==> config.mk <==
export PLATFORM = sky130hd
export DESIGN_NAME = ex_muldiv_unit
export DESIGN_NICKNAME = d
export VERILOG_FILES = /design/src/rtl/ex_muldiv_unit.sv
export SDC_FILE = /design/constraint.sdc
export NUM_CORES = 1
export LEC_CHECK = 0
export BUFFER_PORTS_ARGS = -buffer_cell sky130_fd_sc_hd__buf_2
export CAP_MARGIN = 20
export CORE_AREA = 2 2 200 221
export DETAILED_ROUTE_END_ITERATION = 12
export DIE_AREA = 0 0 202 223
export GPL_TIMING_DRIVEN = 1
export PLACE_DENSITY_LB_ADDON = 0.3
export SYNTH_ARGS = -nofsm -noshare
export SYNTH_HDL_FRONTEND = slang
export SYNTH_SLANG_ARGS = --single-unit
==> constraint.sdc <==
create_clock -name clk -period 11.15 [get_ports clk]
set_clock_uncertainty 0.05 [all_clocks]
set_input_delay 0 -clock clk [delete_from_list [all_inputs] [get_ports clk]]
set_output_delay 0 -clock clk [all_outputs]
set_load 0.005 [all_outputs]
==> src/rtl/ex_muldiv_unit.sv <==
// Iterative RV32M multiply/divide unit for the EX stage.
// Multiplies with a radix-2 shift-add and divides with a restoring
// shift-subtract, one bit per cycle, on operand magnitudes; the result
// sign is fixed up in a single cycle at the end. Divide-by-zero and the
// signed overflow case finish in one cycle without iterating.
module ex_muldiv_unit #(
  parameter int XLEN  = 32,
  parameter int CNT_W = 6
) (
  input  logic            clk,
  input  logic            reset,
  input  logic            start,
  input  logic [2:0]      FUNCT3_EX,
  input  logic [XLEN-1:0] OPERAND1,
  input  logic [XLEN-1:0] OPERAND2,
  input  logic [4:0]      RD_EX,
  input  logic            flush,
  output logic            stall,
  output logic            busy,
  output logic            done,
  output logic [XLEN-1:0] RESULT,
  output logic [4:0]      RD_OUT
);

  typedef enum logic [1:0] {IDLE, CALC, FIX, DONE} state_t;

  localparam logic [CNT_W-1:0] LAST_ITER = CNT_W'(XLEN - 1);
  localparam logic [XLEN-1:0]  INT_MIN   = {1'b1, {(XLEN-1){1'b0}}};

  state_t              state_q, state_d;
  logic [CNT_W-1:0]    cnt_q, cnt_d;
  logic [2:0]          op_q, op_d;
  logic [4:0]          rd_q, rd_d;
  logic [XLEN-1:0]     result_q, result_d;
  logic [2*XLEN-1:0]   acc_q, acc_d;
  logic [XLEN-1:0]     opb_q, opb_d;
  logic                neg_q, neg_d;

  logic                is_div, op1_signed, op2_signed, sign1, sign2;
  logic                div_zero, div_ovf, acc_neg;
  logic [XLEN-1:0]     mag1, mag2;
  logic [XLEN:0]       mul_sum;
  logic [2*XLEN-1:0]   mul_next, div_next, prod_fix;
  logic [XLEN:0]       rem_sh;
  logic [XLEN-1:0]     div_diff, quo_fix, rem_fix, fix_result;
  logic                div_ge;

  // Decode the incoming request: operand signedness, magnitudes, result sign and the one-cycle special cases
  always_comb begin
    is_div     = FUNCT3_EX[2];
    op1_signed = is_div ? ~FUNCT3_EX[0] : (FUNCT3_EX[1:0] == 2'b01 || FUNCT3_EX[1:0] == 2'b10);
    op2_signed = is_div ? ~FUNCT3_EX[0] : (FUNCT3_EX[1:0] == 2'b01);
    sign1      = op1_signed & OPERAND1[XLEN-1];
    sign2      = op2_signed & OPERAND2[XLEN-1];
    mag1       = sign1 ? (~OPERAND1 + 1'b1) : OPERAND1;
    mag2       = sign2 ? (~OPERAND2 + 1'b1) : OPERAND2;
    acc_neg    = (is_div && FUNCT3_EX[1]) ? sign1 : (sign1 ^ sign2);
    div_zero   = is_div && (OPERAND2 == '0);
    div_ovf    = is_div && !FUNCT3_EX[0] && (OPERAND1 == INT_MIN) && (OPERAND2 == '1);
  end

  // One iteration of shift-add multiply and of restoring divide on the accumulator
  always_comb begin
    mul_sum  = {1'b0, acc_q[2*XLEN-1:XLEN]} + {1'b0, (acc_q[0] ? opb_q : {XLEN{1'b0}})};
    mul_next = {mul_sum, acc_q[XLEN-1:1]};
    rem_sh   = {acc_q[2*XLEN-1:XLEN], acc_q[XLEN-1]};
    div_ge   = rem_sh >= {1'b0, opb_q};
    div_diff = rem_sh[XLEN-1:0] - opb_q;
    div_next = div_ge ? {div_diff, acc_q[XLEN-2:0], 1'b1}
                      : {rem_sh[XLEN-1:0], acc_q[XLEN-2:0], 1'b0};
  end

  // Sign correction and selection of product half, quotient or remainder
  always_comb begin
    prod_fix   = neg_q ? (~acc_q + 1'b1) : acc_q;
    quo_fix    = neg_q ? (~acc_q[XLEN-1:0] + 1'b1) : acc_q[XLEN-1:0];
    rem_fix    = neg_q ? (~acc_q[2*XLEN-1:XLEN] + 1'b1) : acc_q[2*XLEN-1:XLEN];
    fix_result = prod_fix[2*XLEN-1:XLEN];
    if (op_q[2]) begin
      fix_result = op_q[1] ? rem_fix : quo_fix;
    end else if (op_q[1:0] == 2'b00) begin
      fix_result = prod_fix[XLEN-1:0];
    end
  end

  // Next-state logic; flush wins over everything and leaves the result untouched
  always_comb begin
    state_d  = state_q;
    cnt_d    = cnt_q;
    op_d     = op_q;
    rd_d     = rd_q;
    result_d = result_q;
    acc_d    = acc_q;
    opb_d    = opb_q;
    neg_d    = neg_q;
    if (flush) begin
      state_d = IDLE;
    end else begin
      case (state_q)
        IDLE, DONE: begin
          state_d = IDLE;
          if (start) begin
            op_d  = FUNCT3_EX;
            rd_d  = RD_EX;
            cnt_d = '0;
            acc_d = {{XLEN{1'b0}}, mag1};
            opb_d = mag2;
            neg_d = acc_neg;
            if (div_zero) begin
              result_d = FUNCT3_EX[1] ? OPERAND1 : {XLEN{1'b1}};
              state_d  = DONE;
            end else if (div_ovf) begin
              result_d = FUNCT3_EX[1] ? {XLEN{1'b0}} : INT_MIN;
              state_d  = DONE;
            end else begin
              state_d = CALC;
            end
          end
        end
        CALC: begin
          acc_d = op_q[2] ? div_next : mul_next;
          cnt_d = cnt_q + CNT_W'(1);
          if (cnt_q == LAST_ITER) begin
            state_d = FIX;
          end
        end
        FIX: begin
          result_d = fix_result;
          state_d  = DONE;
        end
        default: state_d = IDLE;
      endcase
    end
  end

  // State and datapath registers, cleared asynchronously by reset low
  always_ff @(posedge clk or negedge reset) begin
    if (!reset) begin
      state_q  <= IDLE;
      cnt_q    <= '0;
      op_q     <= '0;
      rd_q     <= '0;
      result_q <= '0;
      acc_q    <= '0;
      opb_q    <= '0;
      neg_q    <= 1'b0;
    end else begin
      state_q  <= state_d;
      cnt_q    <= cnt_d;
      op_q     <= op_d;
      rd_q     <= rd_d;
      result_q <= result_d;
      acc_q    <= acc_d;
      opb_q    <= opb_d;
      neg_q    <= neg_d;
    end
  end

  // Status outputs; stall covers the accept cycle so the pipeline freezes immediately
  always_comb begin
    busy   = (state_q == CALC) || (state_q == FIX);
    done   = (state_q == DONE);
    stall  = (start && (state_q == IDLE || state_q == DONE)) || busy;
    RESULT = result_q;
    RD_OUT = rd_q;
  end

endmodule

# Word-level counts from Yosys, hierarchy flattened
# Index checks and enable logic that the tools add are counted.
# word_totals
register_bits,145
input_bits,76
output_inout_bits,40
word_cells,88
# op_classes
n_addsub,8
n_lt_le_gt_ge,1
n_eq_ne,11
muxes,30
bitwise_logic,10
n_reduce_logical,20
# ops
op,n
2-to-1 mux 32 bit,13
2-to-1 mux 64 bit,4
adder 32 x 1 -> 32 bit (second input constant),4
inverter 32 bit,4
case mux 64 bit (2 select lines),1
adder 64 x 1 -> 64 bit (second input constant),1
equality test 32 bit (second input constant),2
inverter 64 bit,1
case mux 32 bit (2 select lines),1
adder 32 x 32 -> 33 bit,1
>= comparator 33 x 32 -> 1 bit,1
logical NOT 32 bit,1
subtractor 32 bit,1
case mux 6 bit (2 select lines),1
2-to-1 mux 2 bit,5
adder 6 x 1 -> 6 bit (second input constant),1
equality test 2 bit (second input constant),3
equality test 6 x 5 -> 1 bit (second input constant),1
logical AND 1 bit,6
2-to-1 mux 6 bit,1
inequality test 3 bit (second input constant),2
case mux 2 bit (3 select lines),1
AND reduction 3 bit,2
equality test 2 x 1 -> 1 bit (second input constant),2
other kinds (11),20

# Depth between registers and ports, before layout
# Gate-level depths: netlist of run 1.
# depth
ltp_word,9
depth_mapped,16
ltp_nobuf,14

# Worst setup path before layout of run 1
# Ideal clock, no wire load.
# synth_timing
kind,register to register
from,reg acc_q[0]
to,reg result_q[28] (netlist: RESULT[28])
setup_time_ns,0.133
arrival_ns,3.532
t_required_ns,10.967
setup_slack_ns,7.435
stages_incl_launch_ff,16
n_path_buf,3
synth_period_minus_slack_ns,3.715
cell_sequence,dfrtp_1 clkbuf_1 inv_1 clkbuf_1 ha_1 or3b_2 nand3b_1 or2_2 buf_2 or3_1 or2_1 o21ai_1 xor2_1 nand2_1 a311oi_1 o21ai_0
# synth_via
elab_chain_len,6
word_cells_on_any_way,10
classes_between,add/sub (2); mux (6); bitwise (2)
# synth_lines
element,line_no,rtl
from (decl),35,"logic [2*XLEN-1:0] acc_q, acc_d;"
from (signal assigned),144,acc_q <= '0;
from (signal assigned),153,acc_q <= acc_d;
inverter 64 bit or inverter 32 bit (tied branches),"75, 76",
adder 64 x 1 -> 64 bit or adder 32 x 1 -> 32 bit (tied branches),"75, 76",
2-to-1 mux 64 bit or 2-to-1 mux 32 bit (tied branches),"75, 76",
2-to-1 mux 32 bit (on tied branches),"81, 80",
2-to-1 mux 32 bit *,79,if (op_q[2]) begin
case mux 32 bit (2 select lines) *,99,case (state_q)
to (signal assigned),152,result_q <= result_d;
to (decl),34,"logic [XLEN-1:0] result_q, result_d;"
# Every way passes the cells marked *; elsewhere a longest branch is shown, timed or not.
# A chain may end at the register's enable or synchronous reset.

# Worst setup path in the final report of run 1
# Same ends and word-level chain as after synthesis.

==> results.yml, run 1 <==
outcome:
  outcome: "completed"
detailed_routing:
  route.vias.total: 14600
  route.antenna.remaining_nets: 0
  remaining_drc_errors: 0
  drt_wl_total_mm: 50.6
  viasPerCell: 5.56
  wl_per_cell_microns: 19.3
  detailedRoute.firstIterationViolations: 1074
  first_pass_iters: 5
logic_synthesis:
  post_synthesis_xor_xnor_area_fraction: 0.116
  yosys.area_share.adder: 0.0671
  syn_area_per_cell_sq_um: 7.43
  synth_edf_count: 0
  ys_types: 77
  synth_seq_area_share: 0.252
  syn_inst: 1937
  synth.area.mux_share: 0.0473
  ys_dominant_reg_cell: "sky130_fd_sc_hd__dfrtp_1"
  syn_nets: 2089
  combinational_family_with_the_most_area_after_synthesis: "compound AO/OA/AOI/OAI gates"
  post_synth_and_or_nand_nor_area_fraction: 0.200
  ys_ff_latch: 145
  synth-async-reset-ratio: 1.00
  ys.warnings.count: 0
  syn_area_sq_um: 14400
  synth-compound-area-share: 0.263
cts:
  cts.sink_count: 145
  cts_max_path_buffers: 2
  tritoncts.num_buffers: 17
  h-tree-depth: 4
  clock_insertion_delay_worst_skew_ns: 0.47
  clock_tree_from_tritoncts: "done"
  root_buffer: "sky130_fd_sc_hd__clkbuf_16"
  cts.repair.resized: 0
  cts.repair_timing.setup_buffer_count: 0
  cts.clk_slew.worst_paths_ns: 0.07
grt:
  number_of_global_route_vias_before_repair: 14000
  grt_use_total: 0.224
  grt_overflow: 0
  first_pass_grt_wire_length_mm: 79.4
  grt_antenna_before_repair: 2
  grt_max_degree: 79
power_and_ir_drop:
  standby_leakage_power_nw: 7.37
  power_per_cell_area_nw_per_um2: 193
  irDropWorstVdd_mv: 0.106
timing:
  fmaxAchievable_mhz: 208
  worst_slew_pin_slew_ns: 1.03
  setup_repair_after_global_routing_missed_its_margin: "false"
  fin_tns_setup_ns: 0
  finalHoldWorstSlack_ns: 0.0506
  maxSlewHeadroom: 0.312
  min_period_ns: 4.82
  hold_violations: 0
  finalSetupViolCount: 0
  final_min_period_over_clock_period: 0.432
  finalMaxSlewViolations: 0
floorplan:
  coreArea_sq_um: 42900
  die-width_microns: 202
  start_util: 0.335
  placementRows: 80
  die-height_microns: 223
  io-pin-count: 116
  fp.dieArea_sq_um: 45000
critical_path:
  critical_path.max_fanout: 31
  crit_path_end_kind: "flop"
  critical_path_arrival_ns: 5.09
  start_kind: "flop"
  path_class: "reg2reg"
  worstPathRequired_ns: 11.42
cells_and_area:
  antenna_cells: 0
  mostFrequentLayoutCell: "sky130_fd_sc_hd__o21ai_0"
  final.fill_count: 4506
  layout.cells.most_common_list: "sky130_fd_sc_hd__o21ai_0 (297), sky130_fd_sc_hd__nand2_1 (264), sky130_fd_sc_hd__dfrtp_1 (143)"
  post_route_cells_drive_above_1_share: 0.0979
  final_nets: 2193
  finish.cell_count_without_fillers: 2628
  utilization: 0.391
  area_delta_synth_final_pct: 16.6
place:
  gp_congestion: 0.969
  dpl.cell_count: 2511
  place.port_buffers: 115
  place_hpwl_mm: 37.7
run:
  cap_viol_max_count: 0
min_path:
  worstHoldPathType: "in2reg"
[cell families (layout without fill, tap and decap cells)]
group                      Yosys count  after routing
xor gates and xnor gates           190            190
DFF                                145            145
adders and majority gates           76             76
muxes                               67             67
buffers and inverters              204            321
AOI/OAI and AO/OA                  638            638
and+or+nand+nor                    617            617
[sequential cells by signal, indices dropped and copies added (netlist names)]
register / flops
acc_q: 64
RESULT: 32
opb_q: 32
cnt_q: 6
RD_OUT: 5
op_q: 3
state_q: 2
neg_q: 1
[metrics by stage]
stage	cell area, sq um	worst slack (ns)	total power [mW]
2_1_floorplan	14400	7.43	2.07
3_3_place_gp	15300	6.54	2.55
3_5_place_dp	15300	6.39	2.57
4_1_cts	16800	6.38	3.22
5_1_grt	16800	6.06	3.49
6_report	16800	6.33	3.24
[worst max-delay path, cell delays in order, from the launching register on]
cell and delay (ns):
sky130_fd_sc_hd__dfrtp_1 0.48, sky130_fd_sc_hd__inv_1 0.76, sky130_fd_sc_hd__ha_1 0.31, sky130_fd_sc_hd__or3b_2 0.51, sky130_fd_sc_hd__nand3b_1 0.35, sky130_fd_sc_hd__or2_2 0.44
sky130_fd_sc_hd__or3_1 0.62, sky130_fd_sc_hd__or2_1 0.38, sky130_fd_sc_hd__o21ai_1 0.16, sky130_fd_sc_hd__xor2_1 0.18, sky130_fd_sc_hd__nand2_1 0.08, sky130_fd_sc_hd__a311oi_1 0.26
sky130_fd_sc_hd__o21ai_0 0.10
[repair_timing]
action / CTS / global route
hold endpoints to repair: 166 / 0
endpoints found under the setup margin: 0 / 0
hold buffers: 84 / 0
[synth_stat cells (21+ instances only)]
master / count / share of area
sky130_fd_sc_hd__a31oi_1: 22 / 0.0096
sky130_fd_sc_hd__dfrtp_1: 145 / 0.25
sky130_fd_sc_hd__xor2_1: 89 / 0.054
sky130_fd_sc_hd__xnor2_1: 101 / 0.061
sky130_fd_sc_hd__a21oi_1: 122 / 0.042
sky130_fd_sc_hd__nand3_1: 35 / 0.012
sky130_fd_sc_hd__nor2_1: 121 / 0.032
sky130_fd_sc_hd__nand2_1: 264 / 0.069
sky130_fd_sc_hd__inv_1: 70 / 0.018
sky130_fd_sc_hd__ha_1: 74 / 0.064
sky130_fd_sc_hd__nor3_1: 42 / 0.015
sky130_fd_sc_hd__mux2i_1: 59 / 0.041
sky130_fd_sc_hd__clkbuf_1: 120 / 0.031
sky130_fd_sc_hd__o31ai_1: 26 / 0.014
sky130_fd_sc_hd__a21o_1: 36 / 0.019
sky130_fd_sc_hd__o21ai_0: 297 / 0.10
sky130_fd_sc_hd__or3_1: 21 / 0.0091
[worst paths after layout]
path	start	to	slack, ns	cells past startpoint
max	acc_q[0]	RESULT[28]	6.33	12
min reg2reg	RESULT[21]	RESULT[21]	0.42	2
min in group asynchronous	reset	RESULT[7]	0.08	2
min	FUNCT3_EX[1]	RESULT[1]	0.05	4
max in group asynchronous	reset	neg_q	9.47	3
max reg2reg	acc_q[0]	RESULT[28]	6.33	12
[report_power, final]
group | internal [mW] | switching, mW | total [mW]
sequential | 0.653 | 0.215 | 0.868
clock | 0.357 | 0.253 | 0.610
combinational | 0.684 | 1.08 | 1.76
[metal layers]
layer | vias to the layer above | wire, microns | track usage | part of all wire
met3 | 94 | 2800 | 0.0299 | 0.055
li1 | 7116 | - | - | -
met1 | 6864 | 23000 | 0.305 | 0.45
met4 | 0 | 1770 | 0.0882 | 0.035
met5 | - | 0 | 0 | 0
met2 | 527 | 23100 | 0.359 | 0.46
[cell type report]
class / instances / area, sq um / share of cell area
multi-input cells: 1588 / 9990 / 0.595
well taps: 574 / 718 / 0.0428
clock buffers: 19 / 443 / 0.0264
flip-flops and latches: 145 / 3630 / 0.216
inverters: 71 / 267 / 0.0159
clock inverters: 13 / 160 / 0.00954
repair buffers: 218 / 1580 / 0.0940
Note: power is estimated with default switching activity, not from simulation.
==> inputs of run 2 (changes only) <==
--- a/config.mk
+++ b/config.mk
@@ -5,11 +5,12 @@
 export SDC_FILE = /design/constraint.sdc
 export NUM_CORES = 1
 export LEC_CHECK = 0
+export ABC_AREA = 1
 export BUFFER_PORTS_ARGS = -buffer_cell sky130_fd_sc_hd__buf_2
 export CAP_MARGIN = 20
-export CORE_AREA = 2 2 200 221
+export CORE_AREA = 2 2 219 243
 export DETAILED_ROUTE_END_ITERATION = 12
-export DIE_AREA = 0 0 202 223
+export DIE_AREA = 0 0 221 245
 export GPL_TIMING_DRIVEN = 1
 export PLACE_DENSITY_LB_ADDON = 0.3
 export SYNTH_ARGS = -nofsm -noshare
==> constraint.sdc (replaced) <==
create_clock -name clk -period 4.6 [get_ports clk]
set_clock_uncertainty 0.05 [all_clocks]
set_input_delay 0 -clock clk [delete_from_list [all_inputs] [get_ports clk]]
set_output_delay 0 -clock clk [all_outputs]
set_load 0.005 [all_outputs]
==> run 2 against run 1 <==
Largest power group unchanged. Critical endpoint is now acc_q[59]. Sequential power increased to 2.8 times the previous value. Total power increased to 3.5 times the previous value. Wire length increased by 53%. Clock power increased by 140%.
==> results.yml, run 2 <==
outcome:
  outcome: "completed"
cells_and_area:
  utilization: 0.386
  largest_register_by_flop_count: "acc_q"
  area_delta_synth_final_pct: 14.8
  regArea_sq_um: 3630
  layout.cells.most_common_list: "sky130_fd_sc_hd__nand2_1 (941), sky130_fd_sc_hd__nor2_1 (402), sky130_fd_sc_hd__inv_1 (353)"
  post_route_cells_drive_above_1_share: 0.0788
  final_nets: 3374
  multiInputGateArea_sq_um: 11900
  largest_register_ffs: 64
  final.fill_count: 5713
  mostFrequentLayoutCell: "sky130_fd_sc_hd__nand2_1"
logic_synthesis:
  post_synth_and_or_nand_nor_area_fraction: 0.439
  combinational_family_with_the_most_area_after_synthesis: "simple AND/OR/NAND/NOR gates"
  syn_inst: 3082
  ys.warnings.count: 0
  synth_edf_count: 0
  yosys.area.top_type: "sky130_fd_sc_hd__dfrtp_1"
  ys_dominant_reg_cell: "sky130_fd_sc_hd__dfrtp_1"
  yosys.cell_count.top_type: "sky130_fd_sc_hd__nand2_1"
  syn_nets: 3234
  synth.area.mux_share: 0
  synth.top_cell.area_share: 0.208
  ys_ff_latch: 145
  synth_seq_area_share: 0.208
  yosys.area_share.adder: 0.0555
  synth-compound-area-share: 0.155
  syn_area_sq_um: 17400
  netlist_top_cells_area: "sky130_fd_sc_hd__dfrtp_1 (21%), sky130_fd_sc_hd__nand2_1 (20%), sky130_fd_sc_hd__nand3_1 (9.5%)"
  syn_area_per_cell_sq_um: 5.65
  ys_types: 52
  post_synthesis_xor_xnor_area_fraction: 0.0342
  synth.cells.most_frequent: "sky130_fd_sc_hd__nand2_1 (941), sky130_fd_sc_hd__nor2_1 (404), sky130_fd_sc_hd__inv_1 (353)"
  synth-async-reset-ratio: 1.00
floorplan:
  placementRows: 88
  die-height_microns: 245
  coreArea_sq_um: 51900
  io-pin-count: 116
  start_util: 0.336
  fp.dieArea_sq_um: 54100
  die-width_microns: 221
critical_path:
  critical-path-top-cell-by-count: "sky130_fd_sc_hd__nand3_1"
  worst_path_cell_chain: "buf_4 > nand2_1 > inv_1 > ha_1 > nand2_1 > nor2_1 > nand3_1 > o21ai_0 > nand3_1 > nand3_1 > nand3_1 > nand3_1 > nand2_1"
  critical_path_arrival_ns: 3.95
  worst_setup_path_startpoint: "acc_q[0]"
  worst_r2r_path_depth: 13
  critPathTopFamily: "simple AND/OR/NAND/NOR gates"
  start_kind: "flop"
  crit_path_end_kind: "flop"
  worst-r2r-setup-slack_ns: 0.97
  worstReg2RegEnd: "acc_q[59]"
  critical_path.max_fanout: 27
  critical_path_depth: 13
  timing.rr.start: "acc_q[0]"
  crit_path_max_incr_delay_ns: 0.75
  cp_slowest_cell: "sky130_fd_sc_hd__o21ai_0"
  worstPathRequired_ns: 4.92
  path_class: "reg2reg"
  endpoint: "acc_q[59]"
  critical_path.n_buffers_inverters: 2
timing:
  setup_ws_ns: 0.968
  fmaxAchievable_mhz: 275
  finalMaxSlewViolations: 0
  finalHoldWorstSlack_ns: 0.0627
  min_period_ns: 3.63
  hold_violations: 0
  setup_repair_after_global_routing_missed_its_margin: "false"
  maxSlewHeadroom: 0.377
  worst_slew_pin_slew_ns: 0.924
  fin_tns_setup_ns: 0
  final_min_period_over_clock_period: 0.790
  finalSetupViolCount: 0
detailed_routing:
  route.antenna.remaining_nets: 0
  remaining_drc_errors: 0
  viasPerCell: 5.49
  first_pass_iters: 6
  detailedRoute.firstIterationViolations: 2338
  route.vias.total: 21500
  wl_per_cell_microns: 19.9
  drt_wl_total_mm: 77.7
cts:
  cts.repair.resized: 0
  clock_insertion_delay_worst_skew_ns: 0.48
  cts_max_path_buffers: 2
  cts.clk_slew.worst_paths_ns: 0.08
  root_buffer: "sky130_fd_sc_hd__clkbuf_16"
  h-tree-depth: 4
  tritoncts.num_buffers: 17
  cts.sink_count: 145
  clock_tree_from_tritoncts: "done"
run:
  cap_viol_max_count: 0
power_and_ir_drop:
  power_per_cell_area_nw_per_um2: 572
  standby_leakage_power_nw: 10.3
  irDropWorstVdd_mv: 0.325
grt:
  grt_use_total: 0.282
  first_pass_grt_wire_length_mm: 119
  grt_antenna_before_repair: 0
  grt_overflow: 0
  number_of_global_route_vias_before_repair: 20100
  grt_max_degree: 90
min_path:
  worstHoldPathType: "in2reg"
place:
  place.port_buffers: 115
  place_worst_setup_slack_ns: 1.13
  place_hpwl_mm: 60.8
  gp_congestion: 1.00
==> run 2: cell types whose count changed after synthesis, moves of 41 or more <==
cell	previous run	this run
sky130_fd_sc_hd__nand3_1	35	332
sky130_fd_sc_hd__o21ai_0	297	204
sky130_fd_sc_hd__clkbuf_1	120	69
sky130_fd_sc_hd__nand2_1	264	941
sky130_fd_sc_hd__mux2i_1	59	0
sky130_fd_sc_hd__inv_1	70	353
sky130_fd_sc_hd__a21oi_1	122	185
sky130_fd_sc_hd__nor2_1	121	404
sky130_fd_sc_hd__xnor2_1	101	16
sky130_fd_sc_hd__nand4_1	16	57
==> run 2: how the worst min path moves through the flow <==
stage	slack (ns)	cells after the start	start	end
5_1_grt	0.07	4	OPERAND2[27]	opb_q[27]
3_3_place_gp	0.02	1	reset	RD_OUT[2]
2_1_floorplan	-0.35	0	reset	RD_OUT[0]
6_report	0.06	4	OPERAND2[27]	opb_q[27]
3_5_place_dp	0.02	1	reset	RD_OUT[2]
4_1_cts	0.003	4	OPERAND2[27]	opb_q[27]
==> run 2: metrics by stage <==
stage          total power [mW]  area [sq um]  cells
2_1_floorplan              7.15         17400   3082
3_5_place_dp               9.72         18700   3801
6_report                   11.4         20000   3911
4_1_cts                    11.3         20000   3910
3_3_place_gp               9.76         18700   3801
5_1_grt                    12.3         20000   3910
==> run 2: per-layer routing <==
metal,global-route usage,up-vias,share of wire
met5,0,-,0
met4,0.131,0,0.045
met3,0.0314,190,0.084
met2,0.444,1124,0.44
met1,0.386,9874,0.43
li1,-,10300,-
==> run 2: logic make-up after synthesis <==
family	count (synthesis)
xor+xnor	68
buf+inv	477
fa+ha+maj	76
flops	145
compound gates	498
simple gates	1818
==> run 2: power breakdown <==
group / leakage (nW) / internal [mW] / switching [mW]
Combinational: 8.25 / 2.32 / 5.26
Sequential: 1.79 / 1.73 / 0.676
Clock: 0.280 / 0.718 / 0.731
==> run 2: worst min-delay path: stages <==
cell,delay [ns]
sky130_fd_sc_hd__buf_2,0.16
sky130_fd_sc_hd__nand2_1,0.08
sky130_fd_sc_hd__nand3_1,0.17
sky130_fd_sc_hd__o21ai_0,0.14
==> run 2: repair_timing <==
item	CTS	global route
hold buffers	77	0
buffers inserted	0	0
endpoints found under the hold margin	154	0
==> run 2: cell type report <==
| class | count | share of cell area |
|---|---|---|
| Antenna cell | 1 | 0.000125 |
| Clock buffer | 17 | 0.0213 |
| Clock inverter | 15 | 0.00719 |
| Inverter | 367 | 0.0689 |
| Multi-Input combinational cell | 2460 | 0.596 |
| Sequential cell | 145 | 0.182 |
| Tap cell | 675 | 0.0422 |
| Timing Repair Buffer | 231 | 0.0823 |
